`config.mk`:
```
export PLATFORM = sky130hd
export DESIGN_NAME = flow_action_exec
export DESIGN_NICKNAME = d
export VERILOG_FILES = /design/src/rtl/flow_action_exec_pkg.sv /design/src/rtl/flow_action_exec_ipv4_csum_incr.sv /design/src/rtl/flow_action_exec.sv
export SDC_FILE = /design/constraint.sdc
export NUM_CORES = 1
export LEC_CHECK = 0
export CAP_MARGIN = 20
export CORE_MARGIN = 1
export CORE_UTILIZATION = 25
export DETAILED_ROUTE_END_ITERATION = 16
export PLACE_DENSITY_LB_ADDON = 0.3
export SYNTH_ARGS = -nofsm -noshare
export SYNTH_HDL_FRONTEND = slang
export SYNTH_HIERARCHICAL = 1
export SYNTH_SLANG_ARGS = --single-unit
```
`constraint.sdc`:
```
create_clock -name clk -period 14.7 [get_ports clk]
set_input_delay 2.94 -clock clk [delete_from_list [all_inputs] [get_ports clk]]
set_output_delay 2.94 -clock clk [all_outputs]
set_load 0.1 [all_outputs]
```
`src/rtl/flow_action_exec_pkg.sv`:
```
// Shared definitions for the flow action executor. The flow-value layout,
// the opcode bit positions and the header offsets live here so that the
// controller software model and other header-edit stages use the same map.
package flow_action_exec_pkg;

    localparam int unsigned BYTE_BUS    = 8;
    localparam int unsigned MAX_VAL_LEN = 12;
    localparam int unsigned HDR_MAX_LEN = 34;
    localparam int unsigned VAL_W       = BYTE_BUS * MAX_VAL_LEN;
    localparam int unsigned HDR_W       = BYTE_BUS * HDR_MAX_LEN;

    // Flow value byte layout; bytes 8..11 are reserved
    localparam int unsigned VAL_OPCODE  = 0;
    localparam int unsigned VAL_PORT    = 1;
    localparam int unsigned VAL_DMAC    = 2;
    localparam int unsigned VAL_USED    = 8;

    // Opcode bit positions (bits 7..4 are ignored)
    localparam int unsigned OP_REWRITE_DMAC = 0;
    localparam int unsigned OP_DEC_TTL      = 1;
    localparam int unsigned OP_DROP         = 2;
    localparam int unsigned OP_SET_PORT     = 3;

    // Header byte offsets (Ethernet at 0, IPv4 at 14)
    localparam int unsigned HDR_ETH_DMAC = 0;
    localparam int unsigned MAC_LEN      = 6;
    localparam int unsigned ETH_TYPE     = 12;
    localparam int unsigned IP_TTL       = 22;
    localparam int unsigned IP_PROTO     = 23;
    localparam int unsigned IP_CSUM      = 24;

    localparam logic [15:0] ETHERTYPE_IPV4 = 16'h0800;

    typedef enum logic [1:0] {
        ST_FREE,
        ST_DECODE,
        ST_REWRITE,
        ST_CSUM
    } fae_state_t;

    // 16-bit ones'-complement add with end-around carry
    function automatic logic [15:0] ones_add16(input logic [15:0] a, input logic [15:0] b);
        logic [16:0] sum;
        sum = {1'b0, a} + {1'b0, b};
        return sum[15:0] + {15'b0, sum[16]};
    endfunction

endpackage

```
`src/rtl/flow_action_exec_ipv4_csum_incr.sv`:
```
// Incremental IPv4 header checksum update (RFC 1624 eqn 3):
//   HC' = ~(~HC + ~m + m') using ones'-complement arithmetic.
// Purely combinational so other header-edit stages can reuse it.
module ipv4_csum_incr
    import flow_action_exec_pkg::*;
(
    input  logic [15:0] old_csum,
    input  logic [15:0] old_word,
    input  logic [15:0] new_word,
    output logic [15:0] new_csum
);

    logic [15:0] partial;

    assign partial  = ones_add16(~old_csum, ~old_word);
    assign new_csum = ~ones_add16(partial, new_word);

endmodule

```
`src/rtl/flow_action_exec.sv`:
```
// Flow action executor: takes a lookup result plus the parsed header, applies
// the flow's actions (dst-MAC rewrite, TTL decrement with incremental
// checksum, egress select, drop) and presents the edited header with a
// forwarding verdict. Keeps hit/miss/drop statistics.
module flow_action_exec
    import flow_action_exec_pkg::*;
#(
    parameter logic [7:0]  DEFAULT_PORT = 8'h00,
    parameter logic        MISS_TO_CPU  = 1'b1,
    parameter int unsigned CNT_W        = 32
) (
    input  logic             clk,
    input  logic             rst,
    input  logic             start_i,
    input  logic             is_match_i,
    input  logic [VAL_W-1:0] flow_val_i,
    input  logic [HDR_W-1:0] pkt_hdr_i,
    output logic             ready_o,
    output logic [HDR_W-1:0] pkt_hdr_o,
    output logic [7:0]       egress_port_o,
    output logic             drop_o,
    output logic             to_cpu_o,
    output logic [CNT_W-1:0] hit_cnt_o,
    output logic [CNT_W-1:0] miss_cnt_o,
    output logic [CNT_W-1:0] drop_cnt_o
);

    localparam int unsigned VAL_USED_W = VAL_USED * BYTE_BUS;

    fae_state_t state_q, state_d;

    // Working registers for the transaction in flight
    logic                  hit_q,     hit_d;
    logic [VAL_USED_W-1:0] val_q,     val_d;
    logic [HDR_W-1:0]      work_q,    work_d;
    logic                  ipv4_q,    ipv4_d;
    logic [7:0]            egress_q,  egress_d;
    logic                  drop_q,    drop_d;
    logic                  cpu_q,     cpu_d;
    logic                  ttl_dec_q, ttl_dec_d;
    logic [7:0]            old_ttl_q, old_ttl_d;

    // Next values of the registered outputs
    logic                  ready_d;
    logic [HDR_W-1:0]      hdr_out_d;
    logic [7:0]            egress_out_d;
    logic                  drop_out_d;
    logic                  cpu_out_d;
    logic [CNT_W-1:0]      hit_cnt_d, miss_cnt_d, drop_cnt_d;

    logic [7:0]            opcode;
    logic [7:0]            ttl;
    logic [7:0]            proto;
    logic [15:0]           ethertype;
    logic [15:0]           csum_old;
    logic [15:0]           csum_new;
    logic                  unused_bits;

    function automatic logic [7:0] hdr_byte(input logic [HDR_W-1:0] h, input int unsigned idx);
        return h[idx*BYTE_BUS +: BYTE_BUS];
    endfunction

    assign opcode    = val_q[VAL_OPCODE*BYTE_BUS +: BYTE_BUS];
    assign ttl       = hdr_byte(work_q, IP_TTL);
    assign proto     = hdr_byte(work_q, IP_PROTO);
    assign ethertype = {hdr_byte(work_q, ETH_TYPE), hdr_byte(work_q, ETH_TYPE + 1)};
    assign csum_old  = {hdr_byte(work_q, IP_CSUM), hdr_byte(work_q, IP_CSUM + 1)};

    // Reserved flow-value bytes and the ignored opcode bits carry no meaning here
    assign unused_bits = ^{flow_val_i[VAL_W-1:VAL_USED_W], opcode[7:4]};

    // By the checksum step the TTL byte already holds the decremented value
    ipv4_csum_incr u_csum (
        .old_csum (csum_old),
        .old_word ({old_ttl_q, proto}),
        .new_word ({ttl, proto}),
        .new_csum (csum_new)
    );

    // State register
    always_ff @(posedge clk) begin
        if (rst) begin
            state_q <= ST_FREE;
        end else begin
            state_q <= state_d;
        end
    end

    // Next-state: fixed four-step walk, leaving FREE only on start_i
    always_comb begin
        state_d = state_q;
        case (state_q)
            ST_FREE:    if (start_i) state_d = ST_DECODE;
            ST_DECODE:  state_d = ST_REWRITE;
            ST_REWRITE: state_d = ST_CSUM;
            ST_CSUM:    state_d = ST_FREE;
            default:    state_d = ST_FREE;
        endcase
    end

    // Per-state datapath and output updates
    always_comb begin
        hit_d        = hit_q;
        val_d        = val_q;
        work_d       = work_q;
        ipv4_d       = ipv4_q;
        egress_d     = egress_q;
        drop_d       = drop_q;
        cpu_d        = cpu_q;
        ttl_dec_d    = ttl_dec_q;
        old_ttl_d    = old_ttl_q;
        ready_d      = 1'b0;
        hdr_out_d    = pkt_hdr_o;
        egress_out_d = egress_port_o;
        drop_out_d   = drop_o;
        cpu_out_d    = to_cpu_o;
        hit_cnt_d    = hit_cnt_o;
        miss_cnt_d   = miss_cnt_o;
        drop_cnt_d   = drop_cnt_o;

        case (state_q)
            ST_FREE: begin
                if (start_i) begin
                    hit_d     = is_match_i;
                    val_d     = flow_val_i[VAL_USED_W-1:0];
                    work_d    = pkt_hdr_i;
                    drop_d    = 1'b0;
                    cpu_d     = 1'b0;
                    ttl_dec_d = 1'b0;
                end
            end
            ST_DECODE: begin
                ipv4_d = (ethertype == ETHERTYPE_IPV4);
                if (!hit_q) begin
                    egress_d = DEFAULT_PORT;
                    cpu_d    = MISS_TO_CPU;
                    drop_d   = 1'b0;
                end else begin
                    egress_d = opcode[OP_SET_PORT] ? val_q[VAL_PORT*BYTE_BUS +: BYTE_BUS]
                                                   : DEFAULT_PORT;
                    drop_d   = opcode[OP_DROP];
                    cpu_d    = 1'b0;
                end
            end
            ST_REWRITE: begin
                if (hit_q && !drop_q) begin
                    if (opcode[OP_REWRITE_DMAC]) begin
                        for (int unsigned i = 0; i < MAC_LEN; i++) begin
                            work_d[(HDR_ETH_DMAC + i)*BYTE_BUS +: BYTE_BUS] =
                                val_q[(VAL_DMAC + i)*BYTE_BUS +: BYTE_BUS];
                        end
                    end
                    if (opcode[OP_DEC_TTL] && ipv4_q) begin
                        if (ttl <= 8'd1) begin
                            cpu_d = 1'b1;
                        end else begin
                            work_d[IP_TTL*BYTE_BUS +: BYTE_BUS] = ttl - 8'd1;
                            old_ttl_d = ttl;
                            ttl_dec_d = 1'b1;
                        end
                    end
                end
            end
            ST_CSUM: begin
                hdr_out_d = work_q;
                if (ttl_dec_q) begin
                    hdr_out_d[IP_CSUM*BYTE_BUS +: 2*BYTE_BUS] = {csum_new[7:0], csum_new[15:8]};
                end
                egress_out_d = egress_q;
                drop_out_d   = drop_q;
                cpu_out_d    = drop_q ? 1'b0 : cpu_q;
                ready_d      = 1'b1;
                if (drop_q) begin
                    drop_cnt_d = drop_cnt_o + CNT_W'(1);
                end else if (hit_q) begin
                    hit_cnt_d = hit_cnt_o + CNT_W'(1);
                end else begin
                    miss_cnt_d = miss_cnt_o + CNT_W'(1);
                end
            end
            default: ;
        endcase
    end

    // Datapath and output registers
    always_ff @(posedge clk) begin
        if (rst) begin
            hit_q         <= 1'b0;
            val_q         <= '0;
            work_q        <= '0;
            ipv4_q        <= 1'b0;
            egress_q      <= '0;
            drop_q        <= 1'b0;
            cpu_q         <= 1'b0;
            ttl_dec_q     <= 1'b0;
            old_ttl_q     <= '0;
            ready_o       <= 1'b0;
            pkt_hdr_o     <= '0;
            egress_port_o <= '0;
            drop_o        <= 1'b0;
            to_cpu_o      <= 1'b0;
            hit_cnt_o     <= '0;
            miss_cnt_o    <= '0;
            drop_cnt_o    <= '0;
        end else begin
            hit_q         <= hit_d;
            val_q         <= val_d;
            work_q        <= work_d;
            ipv4_q        <= ipv4_d;
            egress_q      <= egress_d;
            drop_q        <= drop_d;
            cpu_q         <= cpu_d;
            ttl_dec_q     <= ttl_dec_d;
            old_ttl_q     <= old_ttl_d;
            ready_o       <= ready_d;
            pkt_hdr_o     <= hdr_out_d;
            egress_port_o <= egress_out_d;
            drop_o        <= drop_out_d;
            to_cpu_o      <= cpu_out_d;
            hit_cnt_o     <= hit_cnt_d;
            miss_cnt_o    <= miss_cnt_d;
            drop_cnt_o    <= drop_cnt_d;
        end
    end

endmodule

```
==> qor.yml, run 1 <==
final_layout:
  instances_no_fill: 5602
  area_growth_pct: 38.5
  multi_input_area_mm2: 0.0139
  nets: 4416
  fill_cells: 12203
  layout-drive-gt1-share_pct: 5.02
  seq_area_mm2: 0.0147
die:
  die_w_um: 346
  die_h_um: 346
  start_util_pct: 25.2
  design.die.area_mm2: 0.120
  io_pins: 751
  fp-row-count: 126
  coreArea_mm2: 0.118
clock_network:
  cts_tree: "built"
  ctsResizeCount: 0
  insertion_delay_ns: 0.67
  htreeDepth: 3
  cts.clk_slew.worst_paths_ns: 0.06
  cts_buffer_depth: 3
  cts_hold_buf: 0
  postCtsSetupRepairBufs: 0
  clockRootBuffer: "clkbuf_16"
  cts_buffers: 87
  cts.sinks: 734
global_routing:
  grt_pass1_vias: 24259
  grt_pass1_wl_um: 150000
  grtUsageTotal_pct: 16.0
  grt_max_degree: 189
  overflow: 0
  grt_antenna_before_repair: 29
yosys:
  syn_nets: 3823
  synth_top_area_share_pct: 49.5
  synth-seq-cells: 734
  synthArstFlopShare_pct: 0
  syn-instance-count: 3403
  synth_area_leader_cell: "dfxtp_1"
  synth_cell_types: 80
  synth_commonest_cells: "dfxtp_1 (734), nand2_1 (631), nor2_1 (396), a21oi_1 (382), mux2i_1 (283)"
  syn-mean-instance-area_um2: 8.72
  yosys-top-cells-area: "dfxtp_1 (50%), mux2i_1 (9.5%), nand2_1 (8.0%), a21oi_1 (6.4%), nor2_1 (5.0%)"
  yosysSeqAreaShare_pct: 49.5
  synth_edf_count: 0
  dominantRegCellSynth: "dfxtp_1"
  ys_warn_count: 6
  mappedNetlistArea_mm2: 0.0297
  synth_most_common_cell: "dfxtp_1"
power:
  ir_drop_uv: 105
  pwr_density_cell_mw_per_mm2: 161
  power.leakage_nw: 14.0
worst_setup_path:
  max_stage_delay_ns: 0.54
  required_ns: 15.26
  worstPathMaxFanout: 5
  end_kind: "flop"
  slowest_stage: "or3_2"
  path_class: "flop to flop"
  worstSetupStartpointType: "flop"
  cp.arrival_ns: 7.83
timing:
  fin_ws_ns: 7.42
  skew_ns: 0.0263
  hold_viol: 0
  worst_slew_pin_slew_ns: 1.19
  whs_ns: 0.451
  fmax_mhz: 137
  maxSlewHeadroom_pct: 20.2
  finalSetupViolations: 0
  rsz0062_at_grt: "false"
  final_max_slew_viol_count: 0
  finalSetupTns_ns: 0
  period_needed_ns: 7.28
  min_period_over_period_pct: 49.5
run_status:
  status: "complete, no violations"
route:
  postRouteAntennaNets: 0
  via_per_inst: 4.64
  wl_per_cell_um: 17.9
  vias: 25968
  totalWireLength_um: 100000
  dr.pass1.iters: 7
  first_iter_violations: 1504
  drc: 0
placed_design:
  hpwlAfterDp_um: 69100
  port_buffers: 714
  gp_congestion: 0.801
  dp.cells: 5442
  post-place-ws_ns: 7.38
job:
  cap_violations: 0
worst_hold_path:
  hp-class: "flop to flop"
==> final timing paths <==
path | startpoint | to | slack, ns | cells past startpoint
worst max-delay path | work_q[184] | pkt_hdr_o[196] | 7.42 | 35
worst min-delay path | work_q[162] | work_q[162] | 0.45 | 2
worst max register to register | work_q[184] | pkt_hdr_o[196] | 7.42 | 35
worst min register to register | work_q[162] | work_q[162] | 0.45 | 2
==> state kept, by name, summed over array words and instances, names as in the netlist <==
name           count
drop_q             1
ipv4_q             1
val_q             60
egress_port_o      8
hit_cnt_o         32
hit_q              1
drop_cnt_o        32
drop_o             1
pkt_hdr_o        272
state_q            2
miss_cnt_o        32
work_q           272
cpu_q              1
ready_o            1
to_cpu_o           1
ttl_dec_q          1
old_ttl_q          8
egress_q           8
==> cells in the final DEF (no fill, tap or decap), types with 9 or more instances in the layout <==
master,Yosys,routed
inv_1,62,62
xnor2_1,46,46
buf_4,0,24
o21ai_0,30,30
nor2b_1,20,19
a22oi_1,48,48
nor4_1,15,15
clkbuf_8,0,20
clkinv_2,0,11
a21oi_1,382,381
a211oi_1,70,70
clkbuf_16,0,88
nor2_1,396,396
mux2i_1,283,283
nand3_1,54,54
nand4_1,28,28
nor3_1,17,17
ha_1,46,44
mux2_2,9,9
or4_1,45,45
o31ai_1,42,42
nand2_1,631,630
dfxtp_1,734,734
or3_1,20,20
nand2b_1,18,18
and3_1,10,10
and4_1,16,16
clkdlybuf4s50_1,0,711
clkbuf_1,210,19
xor2_1,34,34
==> logic make-up (layout without fill, tap and decap cells) <==
family / after synthesis / in the layout / share of synthesized area, %
AND/OR/NAND/NOR: 1314 / 1314 / 19.4
flip-flops: 734 / 734 / 49.5
AO/OA/AOI/OAI: 634 / 634 / 12.8
buffers and inverters: 300 / 959 / 3.88
multiplexers: 292 / 292 / 9.89
XOR/XNOR: 81 / 81 / 2.42
adder cells (fa/ha/maj): 48 / 48 / 2.08
other: 0 / 4 / 0
==> layout make-up <==
cell class | count | area share (%)
clock buffer | 127 | 6.20
inverter | 63 | 0.575
sequential | 734 | 35.8
timing repair buffer | 741 | 18.0
tap | 1536 | 4.68
antenna | 4 | 0.0244
multi-input combinational | 2369 | 33.7
clock inverter | 28 | 1.02
==> routing by layer <==
| metal | wire (um) | share of wire [%] | up-vias | global-route usage (%) |
|---|---|---|---|---|
| li1 | - | - | 12891 | - |
| met1 | 44700 | 45 | 12135 | 20.7 |
| met2 | 43900 | 44 | 728 | 24.4 |
| met3 | 8670 | 8.6 | 182 | 5.81 |
| met4 | 2860 | 2.8 | 32 | 5.42 |
| met5 | 202 | 0.20 | - | 0 |
==> worst max-delay path, delay by kind of cell, from the launching register on <==
family / cells / cell delay (ns)
xor+xnor: 2 / 0.44
flops: 1 / 0.34
simple gates: 16 / 3.31
fa+ha+maj: 5 / 1.28
mux: 1 / 0.13
compound gates: 9 / 1.57
buf+inv: 2 / 0.12
==> power by group <==
| part | switching (mW) | total [mW] | internal [mW] |
|---|---|---|---|
| sequential | 0.148 | 2.37 | 2.22 |
| clock | 0.900 | 2.22 | 1.32 |
| combinational | 1.32 | 2.02 | 0.704 |
==> per-stage QoR <==
stage | instance area [um2] | util, % | total power, mW
floorplan | 29700 | - | 3.85
global placement | 38100 | 32.3 | 4.43
detailed placement | 38100 | 32.3 | 4.45
CTS | 41100 | 34.8 | 6.70
global route | 41100 | 34.9 | 6.99
finish | 41100 | 34.9 | 6.61
Note: power is estimated with default switching activity, not from simulation.
==> inputs of run 2 (changes only) <==
==> constraint.sdc (replaced) <==
create_clock -name clk -period 6.18 [get_ports clk]
set_input_delay 1.236 -clock clk [delete_from_list [all_inputs] [get_ports clk]]
set_output_delay 1.236 -clock clk [all_outputs]
set_load 0.1 [all_outputs]
==> qor.yml, run 2 (synthesis results as in run 1) <==
run_status:
  status: "finished, violations left"
  violations: "negative setup slack"
worst_setup_path:
  reg2reg_depth: 41
  slowest_stage: "or4_1"
  max_stage_delay_ns: 0.43
  r2r_slack_ns: -0.10
  worstPathMaxFanout: 5
  crit_buf_inv: 18
  worstReg2RegStart: "work_q[200]"
  cp.arrival_ns: 6.84
  worstSetupStartpointType: "flop"
  cpMostUsedCell: "buf_4"
  worstSetupStartpoint: "work_q[200]"
  worstSetupEndpoint: "pkt_hdr_o[194]"
  cp_top_family: "buffers and inverters"
  critical_path_depth: 41
  required_ns: 6.74
  r2r-end: "pkt_hdr_o[194]"
  end_kind: "flop"
  path_class: "flop to flop"
global_routing:
  grt_pass1_wl_um: 154000
  grt_antenna_before_repair: 23
  overflow: 0
  grt_pass1_vias: 24950
  grtUsageTotal_pct: 16.4
  grt_max_degree: 194
die:
  fp-row-count: 126
  io_pins: 751
  die_w_um: 346
  die_h_um: 346
  coreArea_mm2: 0.118
  design.die.area_mm2: 0.120
  start_util_pct: 25.2
placed_design:
  port_buffers: 714
  gp_congestion: 0.829
  hpwlAfterDp_um: 71600
  dp.cells: 5521
final_layout:
  largest_registers: "pkt_hdr_o (272), work_q (272), val_q (60)"
  nets: 4522
  mostFrequentLayoutCells: "dfxtp_1 (732), clkdlybuf4s50_1 (711), nand2_1 (628)"
  final_common_cell: "dfxtp_1"
  instances_no_fill: 5711
  area_growth_pct: 42.0
  fill_cells: 12137
  layout-drive-gt1-share_pct: 8.01
route:
  totalWireLength_um: 103000
  dr.pass1.iters: 5
  postRouteAntennaNets: 0
  drc: 0
  first_iter_violations: 1412
  via_per_inst: 4.63
  wl_per_cell_um: 18.0
  vias: 26438
timing:
  finalSetupTns_ns: -0.206
  rsz0062_at_grt: "true"
  period_needed_ns: 6.28
  fin_ws_ns: -0.100
  fmax_mhz: 159
  finalSetupViolations: 4
  hold_viol: 0
  skew_ns: 0.0604
  maxSlewHeadroom_pct: 20.7
  worst_slew_pin_slew_ns: 1.19
  min_period_over_period_pct: 102
  final_max_slew_viol_count: 0
job:
  cap_violations: 0
power:
  pwr_density_cell_mw_per_mm2: 388
  ir_drop_uv: 257
  power.leakage_nw: 14.6
clock_network:
  cts_tree: "built"
  cts_hold_buf: 0
  cts.sinks: 734
  cts_buffer_depth: 3
  insertion_delay_ns: 0.68
  clockRootBuffer: "clkbuf_16"
  cts_buffers: 87
  cts.clk_slew.worst_paths_ns: 0.06
  htreeDepth: 3
worst_hold_path:
  hp-class: "flop to flop"
-- run 2: power by group --
| group | leakage [nW] | internal [mW] | switching (mW) | total (mW) |
|---|---|---|---|---|
| sequential | 5.97 | 5.28 | 0.340 | 5.62 |
| combinational | 7.16 | 2.10 | 3.32 | 5.41 |
| clock | 1.44 | 3.15 | 2.17 | 5.32 |
| total | 14.6 | 10.5 | 5.82 | 16.4 |
-- run 2: what timing repair did --
action / 4_1_cts / 5_1_grt
setup buffers: 22 / 5
pin swaps: 26 / 28
endpoints found under the setup margin: 10 / 14
resized for setup: 24 / 13
-- run 2: worst register-to-register path: cells and delay by family (launching register included) --
family | cells | cell delay (ns)
AND/OR/NAND/NOR | 9 | 1.61
buffers and inverters | 18 | 1.99
flip-flops | 1 | 0.32
AO/OA/AOI/OAI | 6 | 0.89
XOR/XNOR | 3 | 0.33
adder cells (fa/ha/maj) | 4 | 0.97
multiplexers | 1 | 0.10
-- run 2: final cells by class --
class | instances | area [um2] | area share (%)
repair buffers | 847 | 8270 | 19.6
clock buffers | 125 | 2480 | 5.89
diodes | 6 | 15.0 | 0.0356
multi-input cells | 2369 | 14000 | 33.2
well taps | 1536 | 1920 | 4.56
inverters | 63 | 236 | 0.561
clock inverters | 31 | 509 | 1.21
flip-flops and latches | 734 | 14700 | 34.9
-- run 2: how the worst min path moves through the flow --
stage,to,from,cells after the start
after floorplan,val_q[3],val_q[3],2
after global placement,val_q[3],val_q[3],2
after detailed placement,val_q[3],val_q[3],2
after CTS,val_q[3],val_q[3],2
after global routing,old_ttl_q[0],old_ttl_q[0],2
final,val_q[3],val_q[3],2
-- run 2: through the flow --
step	power [mW]	setup slack [ns]	util, %	cell area [um2]	hold slack [ns]
finish	16.4	-0.100	35.7	42100	0.450
global route	17.3	-0.420	35.7	42100	0.467
CTS	16.5	-0.205	35.6	42000	0.450
detailed placement	11.0	-0.433	32.9	38800	0.442
global placement	10.9	-0.385	32.9	38700	0.441
floorplan	9.16	0.0537	-	29700	0.432
-- run 2: per-layer routing --
| layer | GRT usage, % | wire, um | part of all wire [%] | vias up |
|---|---|---|---|---|
| li1 | - | - | - | 13092 |
| met1 | 20.9 | 45200 | 44 | 12424 |
| met2 | 25.0 | 45300 | 44 | 714 |
| met3 | 6.34 | 8750 | 8.5 | 180 |
| met4 | 5.33 | 3280 | 3.2 | 28 |
| met5 | 0 | 161 | 0.16 | - |
